**src/rtl/seq_run_generator_pkg.sv**
```systemverilog
// Shared types and defaults for the run-length serial stimulus generator
// and its streak tracker.
package seq_run_generator_pkg;

    typedef enum logic [1:0] {
        ST_IDLE = 2'd0,
        ST_EMIT = 2'd1,
        ST_DONE = 2'd2
    } state_t;

    localparam int DEF_NUM_RUNS = 8;
    localparam int DEF_LEN_W    = 4;
    localparam int DEF_DET_LEN  = 4;

    // Bits needed to hold a streak count that saturates at det_len.
    function automatic int streak_w(input int det_len);
        return $clog2(det_len + 1);
    endfunction

endpackage

```
**src/rtl/seq_run_generator_if.sv**
```systemverilog
// Control and stimulus bundle between the switch/key layer, the generator
// and the detector-side checker.
interface seq_run_generator_if
    import seq_run_generator_pkg::*;
#(
    parameter int NUM_RUNS = DEF_NUM_RUNS,
    parameter int LEN_W    = DEF_LEN_W
);
    logic                      start;
    logic                      first_level;
    logic [NUM_RUNS*LEN_W-1:0] run_lens;
    logic                      loop;
    logic                      stop;
    logic                      out_bit;
    logic                      busy;
    logic                      done;
    logic                      expect_det;

    modport master (
        output start, first_level, run_lens, loop, stop,
        input  out_bit, busy, done, expect_det
    );

    modport slave (
        input  start, first_level, run_lens, loop, stop,
        output out_bit, busy, done, expect_det
    );
endinterface

```
**src/rtl/seq_streak_tracker.sv**
```systemverilog
// Counts identical consecutive emitted bits and registers the Moore-aligned
// expected-detect flag; also usable as a reference model on the detector side.
module seq_streak_tracker
    import seq_run_generator_pkg::*;
#(
    parameter int DET_LEN = DEF_DET_LEN
) (
    input  logic clk,
    input  logic rst,
    input  logic load,
    input  logic step,
    input  logic bit_next,
    input  logic bit_cur,
    output logic expect_det
);
    localparam int            SW  = streak_w(DET_LEN);
    localparam logic [SW-1:0] SAT = SW'(DET_LEN);

    logic [SW-1:0] streak;

    always_ff @(posedge clk or negedge rst) begin
        if (!rst) begin
            streak     <= '0;
            expect_det <= 1'b0;
        end else begin
            expect_det <= (streak == SAT);
            if (load) begin
                streak <= SW'(1);
            end else if (step) begin
                if (bit_next != bit_cur) begin
                    streak <= SW'(1);
                end else if (streak != SAT) begin
                    streak <= streak + 1'b1;
                end
            end else begin
                streak <= '0;
            end
        end
    end
endmodule

```
**src/rtl/seq_run_generator.sv**
```systemverilog
// Emits a programmed alternating run-length pattern one bit per clock and
// the expected 4-in-a-row detect flag aligned with a Moore detector.
//
// state   | meaning
// IDLE    | waiting for start; out_bit holds its last value
// EMIT    | driving run idx at the current level, cnt = cycle within run
// DONE    | one-cycle done pulse, then back to IDLE
module seq_run_generator
    import seq_run_generator_pkg::*;
#(
    parameter int NUM_RUNS = DEF_NUM_RUNS,
    parameter int LEN_W    = DEF_LEN_W,
    parameter int DET_LEN  = DEF_DET_LEN
) (
    input  logic              clk,
    input  logic              rst,
    seq_run_generator_if.slave bus
);
    localparam int                IDX_W    = $clog2(NUM_RUNS);
    localparam logic [IDX_W-1:0]  IDX_LAST = IDX_W'(NUM_RUNS - 1);

    state_t                    state;
    logic [NUM_RUNS*LEN_W-1:0] lens_q;
    logic                      first_q;
    logic [IDX_W-1:0]          idx;
    logic [IDX_W-1:0]          idx_inc;
    logic [LEN_W-1:0]          cnt;
    logic [LEN_W-1:0]          cur_len;
    logic [LEN_W-1:0]          next_len;
    logic                      out_bit_q;
    logic                      busy_q;
    logic                      done_q;
    logic                      run_end;
    logic                      pat_end;
    logic                      go_emit;
    logic                      step;
    logic                      next_bit;

    always_comb begin
        idx_inc  = idx + 1'b1;
        cur_len  = lens_q[idx*LEN_W +: LEN_W];
        next_len = lens_q[idx_inc*LEN_W +: LEN_W];
        run_end  = (cnt == cur_len);
        // A zero-length following slot ends the pattern just like the last slot.
        pat_end  = run_end && ((idx == IDX_LAST) || (next_len == '0));
        go_emit  = (state == ST_IDLE) && bus.start && !bus.stop
                   && (bus.run_lens[LEN_W-1:0] != '0);
        step     = (state == ST_EMIT) && !bus.stop && !(pat_end && !bus.loop);
        next_bit = out_bit_q;
        if (state == ST_IDLE) begin
            next_bit = bus.first_level;
        end else if (pat_end) begin
            next_bit = first_q;
        end else if (run_end) begin
            next_bit = ~out_bit_q;
        end
    end

    always_ff @(posedge clk or negedge rst) begin
        if (!rst) begin
            state     <= ST_IDLE;
            lens_q    <= '0;
            first_q   <= 1'b0;
            idx       <= '0;
            cnt       <= '0;
            out_bit_q <= 1'b0;
            busy_q    <= 1'b0;
            done_q    <= 1'b0;
        end else begin
            done_q <= 1'b0;
            case (state)
                ST_IDLE: begin
                    if (bus.start && !bus.stop) begin
                        lens_q  <= bus.run_lens;
                        first_q <= bus.first_level;
                        if (go_emit) begin
                            state     <= ST_EMIT;
                            busy_q    <= 1'b1;
                            idx       <= '0;
                            cnt       <= LEN_W'(1);
                            out_bit_q <= next_bit;
                        end else begin
                            state  <= ST_DONE;
                            done_q <= 1'b1;
                        end
                    end
                end
                ST_EMIT: begin
                    if (bus.stop) begin
                        state  <= ST_IDLE;
                        busy_q <= 1'b0;
                        idx    <= '0;
                        cnt    <= '0;
                    end else if (pat_end && !bus.loop) begin
                        state  <= ST_DONE;
                        busy_q <= 1'b0;
                        done_q <= 1'b1;
                        idx    <= '0;
                        cnt    <= '0;
                    end else begin
                        out_bit_q <= next_bit;
                        if (pat_end) begin
                            idx <= '0;
                            cnt <= LEN_W'(1);
                        end else if (run_end) begin
                            idx <= idx_inc;
                            cnt <= LEN_W'(1);
                        end else begin
                            cnt <= cnt + 1'b1;
                        end
                    end
                end
                ST_DONE: state <= ST_IDLE;
                default: state <= ST_IDLE;
            endcase
        end
    end

    seq_streak_tracker #(.DET_LEN(DET_LEN)) u_streak (
        .clk        (clk),
        .rst        (rst),
        .load       (go_emit),
        .step       (step),
        .bit_next   (next_bit),
        .bit_cur    (out_bit_q),
        .expect_det (bus.expect_det)
    );

    assign bus.out_bit = out_bit_q;
    assign bus.busy    = busy_q;
    assign bus.done    = done_q;
endmodule
```
**src/flat_wrapper.sv**
```systemverilog
// flat-port wrapper written by rule: the top's interface ports become plain ports
module seq_run_generator_flat import seq_run_generator_pkg::*;
#(
    parameter int NUM_RUNS = DEF_NUM_RUNS,
    parameter int LEN_W    = DEF_LEN_W,
    parameter int DET_LEN  = DEF_DET_LEN
)
  (clk, rst, bus_start, bus_first_level, bus_run_lens, bus_loop, bus_stop, bus_out_bit, bus_busy, bus_done, bus_expect_det);
  seq_run_generator_if #(.NUM_RUNS(NUM_RUNS), .LEN_W(LEN_W)) bus_i ();
  input  logic clk;
  input  logic rst;
  input wire logic [$bits(bus_i.start)-1:0] bus_start;
  input wire logic [$bits(bus_i.first_level)-1:0] bus_first_level;
  input wire logic [$bits(bus_i.run_lens)-1:0] bus_run_lens;
  input wire logic [$bits(bus_i.loop)-1:0] bus_loop;
  input wire logic [$bits(bus_i.stop)-1:0] bus_stop;
  output wire logic [$bits(bus_i.out_bit)-1:0] bus_out_bit;
  output wire logic [$bits(bus_i.busy)-1:0] bus_busy;
  output wire logic [$bits(bus_i.done)-1:0] bus_done;
  output wire logic [$bits(bus_i.expect_det)-1:0] bus_expect_det;
  assign bus_i.start = bus_start;
  assign bus_i.first_level = bus_first_level;
  assign bus_i.run_lens = bus_run_lens;
  assign bus_i.loop = bus_loop;
  assign bus_i.stop = bus_stop;
  assign bus_out_bit = bus_i.out_bit;
  assign bus_busy = bus_i.busy;
  assign bus_done = bus_i.done;
  assign bus_expect_det = bus_i.expect_det;
  seq_run_generator #(.NUM_RUNS(NUM_RUNS), .LEN_W(LEN_W), .DET_LEN(DET_LEN)) u_core (.clk(clk), .rst(rst), .bus(bus_i));
endmodule
```
**config.mk**
```make
export PLATFORM = sky130hd
export DESIGN_NAME = seq_run_generator_flat
export DESIGN_NICKNAME = d
export VERILOG_FILES = /design/src/rtl/seq_run_generator_pkg.sv /design/src/rtl/seq_run_generator_if.sv /design/src/rtl/seq_streak_tracker.sv /design/src/rtl/seq_run_generator.sv /design/src/flat_wrapper.sv
export SDC_FILE = /design/constraint.sdc
export NUM_CORES = 1
export LEC_CHECK = 0
export ABC_AREA = 0
export CAP_MARGIN = 20
export CORE_ASPECT_RATIO = 1.25
export CORE_UTILIZATION = 48
export CTS_CLUSTER_DIAMETER = 200
export DETAILED_ROUTE_END_ITERATION = 10
export GPL_TIMING_DRIVEN = 1
export PLACE_DENSITY = 0.76
export SLEW_MARGIN = 5
export SYNTH_ARGS = -nofsm -noshare
export SYNTH_HDL_FRONTEND = slang
export SYNTH_SLANG_ARGS = --single-unit
```
**constraint.sdc**
```tcl
create_clock -name clk -period 2.35 [get_ports clk]
set_input_delay 0.5875 -clock clk [delete_from_list [all_inputs] [get_ports clk]]
set_output_delay 0.5875 -clock clk [all_outputs]
set_load 0.01 [all_outputs]
```
; ---- After elaboration in Yosys (flattened, before gate mapping)
; Cells that the tools add are included.
[word_totals]
reg_bits = 49
out_inout_bits = 4
[classes]
addsub = 3
n_eq_ne = 13
n_shift = 2
n_mux = 41
bitwise = 1
n_reduce_logical = 22
[op_table]
columns = operator, count
row1 = $shiftx 32x6->4, 2
row2 = $mux 3, 10
row3 = $mux 4, 6
row4 = $mux 1, 15
row5 = $logic_and 1x1->1, 8
row6 = $mux 2, 4
row7 = $pmux 4 s2, 1
row8 = $reduce_and 4->1, 2
row9 = $add 3x1->3 const B, 2
row10 = $eq 3x3->1 const B, 2
row11 = $ne 2x2->1 const B, 3
row12 = $ne 3x3->1 const B, 2
row13 = $pmux 1 s2, 3
row14 = $pmux 3 s2, 1
row15 = $ne 5x3->1 const B, 1
row16 = $reduce_and 5->1, 1
row17 = $add 4x1->4 const B, 1
row18 = $eq 4x4->1, 1
row19 = $logic_not 4->1, 1
row20 = $ne 4x3->1 const B, 1
row21 = $pmux 2 s2, 1
row22 = $reduce_and 2->1, 2
row23 = $reduce_bool 4->1, 1
row24 = $logic_not 1->1, 3
row25 = other kinds (8), 8

; ---- Depth between registers and ports, before layout
; Gate-level depths: netlist of run 1.
[logic_depth]
ltp_word = 11
depth_mapped = 9
mapped_depth_nobuf = 9

; ---- Hierarchy
; From an unflattened synthesis of run 1, not the netlist that was laid out.
[hier_totals]
cells_unflattened = 190
area_unflattened_um2 = 2491.1
[by_module_without_submodules]
columns = mod, n_inst, cells_each, area_per_inst_um2, seq_area_each_um2
row1 = seq_run_generator, 1, 167, 2279.7, 1126.1
row2 = seq_streak_tracker, 1, 23, 211.5, 100.1

; ---- Worst setup path before layout of run 1
; Ideal clock, no wire load.
[synth_path]
path_kind = reg-to-reg
start = register u_core.idx[0]
end = register u_core.busy_q (netlist: u_core.bus.busy)
arrival_time_ns = 2.241
required_time_ns = 2.229
path_slack_ns = -0.012
path_stages_with_launch = 9
n_path_buf = 1
path_cell_list = dfrtp_1 buf_6 mux2i_1 mux4_2 xor2_1 nand4_4 nor4_4 o21ai_1 a22o_1
[synth_via]
elab_chain_len = 8
[synth_lines]
columns = element, line
row1 = "start, declared", seq_run_generator.sv:25  ; logic [IDX_W-1:0] idx;
row2 = "start signal, assigned", seq_run_generator.sv:106  ; idx <= idx_inc;
row3 = $add 3x1->3, seq_run_generator.sv:40  ; idx_inc = idx + 1'b1;
row4 = $shiftx 32x6->4, seq_run_generator.sv:42  ; next_len = lens_q[idx_inc*LEN_W +: LEN_W];
row5 = $logic_not 4->1, seq_run_generator.sv:45  ; pat_end = run_end && ((idx == IDX_LAST) || (next_len == '0));
row6 = $logic_or 1x1->1, seq_run_generator.sv:45
row7 = $logic_and 1x1->1 (*), seq_run_generator.sv:45
row8 = $logic_and 1x1->1 (*), seq_run_generator.sv:94  ; end else if (pat_end && !bus.loop) begin
row9 = $ne 3x3->1 (no line) (*), n/a
row10 = $reduce_and 4->1 (no line) (*), n/a
row11 = "end signal, assigned", seq_run_generator.sv:67  ; busy_q <= 1'b0;
row12 = "end signal, assigned", seq_run_generator.sv:91  ; busy_q <= 1'b0;
row13 = "end signal, assigned", seq_run_generator.sv:96  ; busy_q <= 1'b0;
row14 = "end, declared", seq_run_generator.sv:31  ; logic busy_q;
; Every way passes the cells marked *; elsewhere a longest branch is shown, timed or not.
; A chain may end at the register's enable or synchronous reset.

; ---- Final worst setup path of run 1
[layout_path]
start = register u_core.idx[0]
end = register u_core.u_streak.streak[2]
[layout_via]
elab_chain_len = 11
[layout_lines]
columns = element, line
row1 = $add 3x1->3, seq_run_generator.sv:40
row2 = $shiftx 32x6->4, seq_run_generator.sv:42
row3 = $logic_not 4->1, seq_run_generator.sv:45
row4 = $logic_or 1x1->1, seq_run_generator.sv:45
row5 = $logic_and 1x1->1, seq_run_generator.sv:45
row6 = $mux 1, seq_run_generator.sv:52  ; end else if (pat_end) begin
row7 = $mux 1, seq_run_generator.sv:50  ; if (state == ST_IDLE) begin
row8 = $ne 1x1->1, seq_streak_tracker.sv:30  ; if (bit_next != bit_cur) begin
row9 = $mux 3, seq_streak_tracker.sv:30
row10 = $mux 3, seq_streak_tracker.sv:29  ; end else if (step) begin
row11 = $mux 3, seq_streak_tracker.sv:27  ; if (load) begin
row12 = "end signal, assigned", seq_streak_tracker.sv:33  ; streak <= streak + 1'b1;
row13 = "end, declared", seq_streak_tracker.sv:19  ; logic [SW-1:0] streak;
; Several ways; a longest one is shown, not always the timed one.

==> impl_results.md, run 1 <==
- Outcome: finished with violations
- Failing checks: setup timing
- Area post-placement: 3240 um^2
- Vias in the first global route: 2050
- DR vias: 1922
- Synthesis-to-finish area growth: 35.7%
- Critical Path RT: 2580 ps
- Cell taking the most area after synthesis: dfrtp_1
- FF-to-FF Start: u_core.idx[0]$_DFFE_PN0P_
- Dominant synthesized flop cell: dfrtp_1
- Cell count after placement: 331
- Post-layout nets: 319
- Crit path max fanout: 9
- Post-synthesis sequential area ratio: 0.480
- Average routed wire per standard cell: 16.7 um
- Core Rows: 29
- Peak VDD IR: 0.502 mV
- Clk slew on worst S/H paths: 90 ps
- Highest routed layer: met4
- Max-Cap Viols: 0
- Met3 wire len: 172 um
- Hold Buf Count CTS: 0
- Die area: 5620 um^2
- Via density: 5.67
- Initial antenna violation count: 0
- Max-slew violation count: 0
- RD Place Congestion: 0.893
- DR pass1 iterations: 4
- P_int: 1940 uW
- Syn nets: 252
- Synth top area share: 0.480
- Post-synth EDFFs: 0
- Crit. path cell count: 9
- CTS tree: yes
- H-tree depth: 2
- Clk buf depth: 2
- Arr. time, crit path: 2700 ps
- Cell Pwr Density: 831 nW/um^2
- Crit path from: u_core.idx[0]$_DFFE_PN0P_
- Die Y: 83.6 um
- R2R Setup Slk: -120 ps
- Mapped Cells: 209
- # setup viols final: 11
- Max incr delay on CP: 540 ps
- Core Area: 5120 um^2
- R2R cell count: 9
- Metal-1 WL: 2.24 mm
- Power Total: 2880 uW
- Remaining design rule violation count: 0
- Final core utilization: 0.678
- Clock Sinks: 49
- Clk_lat worst skew: 300 ps
- Tmin final: 2470 ps
- Critical path, cell by cell: buf_6 -> buf_6 -> or4b_1 -> o311ai_2 -> nor4_2 -> nor2_2 -> o211ai_1 -> a211o_1 -> nor3_2
- Syn_area_per_cell: 12.2 um^2
- Critical path destination: u_core.u_streak.streak[2]$_DFFE_PN0P_
- HP Class: in -> async
- Initial Util: 0.499
- Fin crit share: 1.05
- Clock share of power: 0.187
- Switching pwr: 941 uW
- Antenna-violating nets left: 0
- Detail Placement HPWL: 4.32 mm
- Final hold viol count: 0
- CP Capture Type: flop
- Leakage power: 0.00143 uW
- Post-route setup slack: -118 ps
- Ys Warns: 0
- RSZ-0062 raised after global routing: true
- Synthesis-stage register bit count: 49
- Non-filler cells, final: 339
- Crit path max-delay cell type: or4b_1
- Reg power frac: 0.425
- Most frequent CP cell: buf_6
- Root buf cell: clkbuf_8
- Ys async rst share: 1.00
- Gr ovfl total: 0
- DR iter-0 viols: 69
- Max Freq: 0.405 GHz
- Delay-heaviest family, CP: simple AND/OR/NAND/NOR gates
- Reg2reg end: u_core.u_streak.streak[2]$_DFFE_PN0P_
- Met2 routed WL: 3.06 mm
- Share of layout cells above drive strength 1: 0.365
- Antenna cells: 0
- Routed WL: 5.66 mm
- Largest net degree at the start of global routing: 28
- Max Clock Skew: 10.5 ps
- # IOs: 42
- Slew HR: 0.636
- Switching Fraction: 0.327
- Chip width: 67.3 um
- Buffers on Ports: 41
- First-pass GRT wire length: 9.59 mm
- Post-Syn Area: 2550 um^2
- Finished layout cell area: 3470 um^2
- CP bufs+invs: 2
- TritonCTS buffer count: 5
- GRT Util Overall: 0.225
- Power share of the combinational group: 0.387
- Least-Margin Pin Slew: 546 ps
- Setup crit start kind: flop
- Distinct cells, synth: 45
- Area contributors post-synth: dfrtp_1, mux2_2, mux2i_1
- Worst setup path class: reg -> reg
- Dpl ws: -180 ps
==> synthesized netlist by cell type (2+ instances only) <==
cell	number
nand2_1	13
mux2_2	33
o21ai_0	3
dfrtp_1	49
nand3_1	2
buf_1	3
nor2_1	11
or4_1	3
a21oi_1	6
nor4_1	4
inv_1	13
mux4_2	4
xor2_1	5
mux4_1	2
nor3_1	6
and3_1	2
a22o_1	2
ha_1	5
a21o_1	2
o22ai_1	4
mux2i_1	11
or4b_1	3
==> stage by stage <==
step	hold slack (ps)	TNS (ps)
3_5_place_dp	492	-1890
2_1_floorplan	292	-5.00
4_1_cts	283	-469
5_1_grt	296	-2420
6_report	255	-625
3_3_place_gp	491	-1560
==> layout make-up <==
class / instances / area (um^2)
flip-flops and latches: 49 / 1230
well taps: 62 / 77.6
multi-input cells: 141 / 1370
inverters: 13 / 48.8
clock inverters: 1 / 5.00
clock buffers: 7 / 96.3
repair buffers: 66 / 646
fillers: 387 / 1650
==> layout by cell type, fill, tap and decap left out, drive strengths merged, types with 2 or more instances in the layout <==
cell type	instances
nand3	2
nor2	12
and3	2
ha	5
nand2	13
o21ai	5
clkdlybuf4s50	40
clkbuf	7
a21oi	6
mux2	33
o22ai	4
a311oi	2
or4b	3
nor3	6
mux2i	11
inv	13
a21o	2
nor4	5
nand4	2
xor2	5
dfrtp	49
or4	3
mux4	6
buf	26
a22o	2
==> power groups by stage <==
stage / combinational (uW) / clock (uW) / sequential (uW)
2_1_floorplan: 666 / 0 / 1170
3_3_place_gp: 998 / 0 / 1210
3_5_place_dp: 1020 / 0 / 1220
4_1_cts: 1090 / 547 / 1220
5_1_grt: 1220 / 591 / 1250
6_report: 1120 / 540 / 1220
==> timing repair <==
action	in CTS	in global routing
resized for setup	21	9
setup buffers	0	1
endpoints found under the setup margin	15	15
pin swaps	12	2
hold endpoints to repair	0	0
==> worst reg2reg max path: stages (launching register included) <==
cell      delay, ps
dfrtp_2         450
buf_6           130
buf_6           130
or4b_1          540
o311ai_2        250
nor4_2          110
nor2_2          160
o211ai_1        140
a211o_1         310
nor3_2          180
==> per-layer routing <==
| metal | global-route usage | up-vias |
|---|---|---|
| met5 | 0 | - |
| met4 | 0.0986 | 0 |
| met3 | 0.0423 | 18 |
| met2 | 0.383 | 49 |
| met1 | 0.268 | 948 |
| li1 | - | 907 |
==> how the worst min path moves through the flow <==
stage                     slack [ps]                         from                        endpoint
after CTS                        280                          rst  u_core.bus.out_bit$_DFFE_PN0P_
after detailed placement         490  u_core.bus.busy$_DFFE_PN0P_     u_core.bus.busy$_DFFE_PN0P_
final                            260                          rst  u_core.bus.out_bit$_DFFE_PN0P_
after global placement           490  u_core.bus.busy$_DFFE_PN0P_     u_core.bus.busy$_DFFE_PN0P_
after floorplan                  290                          rst     u_core.bus.busy$_DFFE_PN0P_
after global routing             300                          rst  u_core.bus.out_bit$_DFFE_PN0P_
==> flip-flops by register name (all words and copies together), names as in the netlist <==
name and count:
u_core.bus.busy 1, u_core.u_streak.expect_det 1, u_core.lens_q 32, u_core.idx 3, u_core.bus.done 1, u_core.first_q 1
u_core.cnt 4, u_core.u_streak.streak 3, u_core.state 2, u_core.bus.out_bit 1
==> cell families (layout without fill, tap and decap cells) <==
logic type,count (synthesis),in the layout,share of synthesized area
xor+xnor,6,6,0.0235
mux,50,50,0.244
flops,49,49,0.480
fa+ha+maj,5,5,0.0245
buf+inv,19,87,0.0323
simple gates,51,51,0.115
compound gates,29,29,0.0803
Power figures use the tool's default switching activity.
==> run 2: changes to the inputs <==
Settings changed: ABC_AREA 0 to default, CTS_BUF_LIST from default to sky130_fd_sc_hd__clkbuf_16, CTS_CLUSTER_DIAMETER 200 to 120.
==> run 2 against run 1 <==
Against the previous run:
- worst setup slack gained 10 ps
- die area is the same
- final cell count grew 0.88%
- critical path depth is the same
- non-clock buffer count grew 3
- combinational power is essentially flat
- via count grew 0.99%
- the run still ends with setup timing left
- design area grew 2.3%
- hold slack gained 23 ps
- largest cell class unchanged
- first-iteration DRC count grew 1.4%
- register-to-register slack is essentially flat
- critical endpoint is now u_core.bus.out_bit$_DFFE_PN0P_
==> impl_results.md, run 2 (synthesis results as in run 1) <==
- Via density: 5.68 (+0.10%)
- Least-Margin Pin Slew: 544 ps (-2.35 ps)
- RD Place Congestion: 0.893 (unchanged)
- Max-slew violation count: 0 (unchanged)
- Largest reg by FF count: u_core.lens_q
- Delay-heaviest family, CP: multiplexers
- Max-Cap Viols: 0 (unchanged)
- # setup viols final: 11 (unchanged)
- Outcome: finished with violations
- Final hold viol count: 0 (unchanged)
- Finished layout cell area: 3550 um^2 (+2.3%)
- Arr. time, crit path: 2630 ps (-70 ps)
- RSZ-0062 raised after global routing: true
- # IOs: 42 (unchanged)
- Max incr delay on CP: 540 ps (about the same)
- Final core utilization: 0.694 (+0.0159)
- Detail Placement HPWL: 4.32 mm (unchanged)
- DR iter-0 viols: 70 (+1.4%)
- Initial antenna violation count: 0 (unchanged)
- Slew HR: 0.637 (+0.00157)
- Fin crit share: 1.05 (-0.00431)
- Average routed wire per standard cell: 16.7 um (-0.25%)
- Most common cell after layout, fill and taps aside: dfrtp_1
- CTS tree: yes
- Die area: 5620 um^2 (unchanged)
- Clk buf depth: 2 (unchanged)
- Max Clock Skew: 7.32 ps (-3.21 ps)
- DR pass1 iterations: 4 (unchanged)
- Root buf cell: clkbuf_16
- Chip width: 67.3 um (unchanged)
- Leakage power: 0.00146 uW (+1.9%)
- Most frequent CP cell: buf_6
- Post-Route Setup TNS: -547 ps (+77.7 ps)
- H-tree depth: 2 (unchanged)
- Cell Pwr Density: 858 nW/um^2 (+3.3%)
- Failing checks: setup timing
- Setup crit start kind: flop
- Gr ovfl total: 0 (unchanged)
- Clk slew on worst S/H paths: 70 ps (-20 ps)
- Largest net degree at the start of global routing: 28 (unchanged)
- DR vias: 1941 (+0.99%)
- Critical path, cell by cell: buf_6 -> mux4_2 -> mux2i_2 -> xor2_1 -> nand4_4 -> buf_6 -> a21o_1 -> a311oi_2 -> a21oi_1
- Top flop regs: u_core.lens_q (32), u_core.cnt (4)
- Max Freq: 0.407 GHz (+0.41%)
- Share of layout cells above drive strength 1: 0.368 (+0.00324)
- Worst setup path class: reg -> reg
- Die Y: 83.6 um (unchanged)
- CP bufs+invs: 2 (unchanged)
- Power Total: 3040 uW (+5.7%)
- Antenna cells: 0 (unchanged)
- Most frequent cells in the layout: dfrtp_1, clkdlybuf4s50_1, mux2_2
- First-pass GRT wire length: 9.67 mm (+0.78%)
- Initial Util: 0.499 (unchanged)
- HP Class: in -> async
- Peak VDD IR: 0.516 mV (+2.8%)
- Post-layout nets: 322 (+0.94%)
- Antenna-violating nets left: 0 (unchanged)
- Vias in the first global route: 2064 (+0.68%)
- Hold Buf Count CTS: 0 (unchanged)
- TritonCTS buffer count: 5 (unchanged)
- Synthesis-to-finish area growth: 38.9%
- Clk_lat worst skew: 290 ps (about the same)
- CP Capture Type: flop
- R2R Setup Slk: -110 ps (about the same)
- GRT Util Overall: 0.232 (+0.00705)
- Buffers on Ports: 41 (unchanged)
- Remaining design rule violation count: 0 (unchanged)
- Routed WL: 5.70 mm (+0.64%)
- Post-route setup slack: -108 ps (+10.1 ps)
- Area post-placement: 3240 um^2 (unchanged)
- Crit path max-delay cell type: mux4_2
- Core Area: 5120 um^2 (unchanged)
- Max reg flops: 32 (unchanged)
- Clock Sinks: 49 (unchanged)
- Tmin final: 2460 ps (-10.1 ps)
- Crit path max fanout: 6 (-3)
- Critical Path RT: 2520 ps (-60 ps)
- Core Rows: 29 (unchanged)
[run 2: changes by cell type in the layout (fill, tap and decap cells not counted), sizes merged]
cell	change
buf	+3
clkbuf	-2
clkinv	+2
[run 2: worst register-to-register path, stage by stage (launching register included)]
cell and delay, ps:
dfrtp_2 420, buf_6 120, mux4_2 540, mux2i_2 190, xor2_1 250, nand4_4 150
buf_6 160, a21o_1 170, a311oi_2 240, a21oi_1 90
[run 2: final timing paths]
path | startpoint | to | depth (start not counted)
worst max-delay path | u_core.idx[0]$_DFFE_PN0P_ | u_core.bus.out_bit$_DFFE_PN0P_ | 9
worst min-delay path | rst | u_core.bus.out_bit$_DFFE_PN0P_ | 1
worst max register to register | u_core.idx[0]$_DFFE_PN0P_ | u_core.bus.out_bit$_DFFE_PN0P_ | 9
worst min register to register | u_core.bus.busy$_DFFE_PN0P_ | u_core.bus.busy$_DFFE_PN0P_ | 1
max in group asynchronous | rst | u_core.idx[0]$_DFFE_PN0P_ | 2
min in group clk | u_core.bus.busy$_DFFE_PN0P_ | u_core.bus.busy$_DFFE_PN0P_ | 1
[run 2: final cells by class]
type / instances / area (um^2)
Timing Repair Buffer: 69 / 676
Clock buffer: 5 / 125
Sequential cell: 49 / 1230
Inverter: 13 / 51.3
Tap cell: 62 / 77.6
Fill cell: 377 / 1570
Clock inverter: 3 / 12.5
Multi-Input combinational cell: 141 / 1380
[run 2: repair_timing]
item | in CTS | in global routing
endpoints found under the setup margin | 15 | 15
cloned | 0 | 0
setup buffers | 3 | 0
resized for setup | 26 | 11
pin swaps | 19 | 4
[run 2: metal layers]
layer,GRT usage,part of all wire,up-vias
li1,-,-,912
met1,0.268,0.39,946
met2,0.385,0.53,60
met3,0.0505,0.036,23
met4,0.130,0.045,0
met5,0,0,-
[run 2: where the power goes]
part	switching, uW	internal (uW)	leakage (uW)	total, uW
Clock	295	385	0.0000687	680
Sequential	196	1030	0.000599	1230
Combinational	475	661	0.000791	1140
[run 2: through the flow]
step | std cells | hold slack [ps] | setup slack [ps]
after floorplan | 209 | 292 | -5.00
after global placement | 331 | 491 | -161
after detailed placement | 331 | 492 | -180
after CTS | 342 | 306 | -114
after global routing | 342 | 317 | -225
final | 342 | 278 | -108
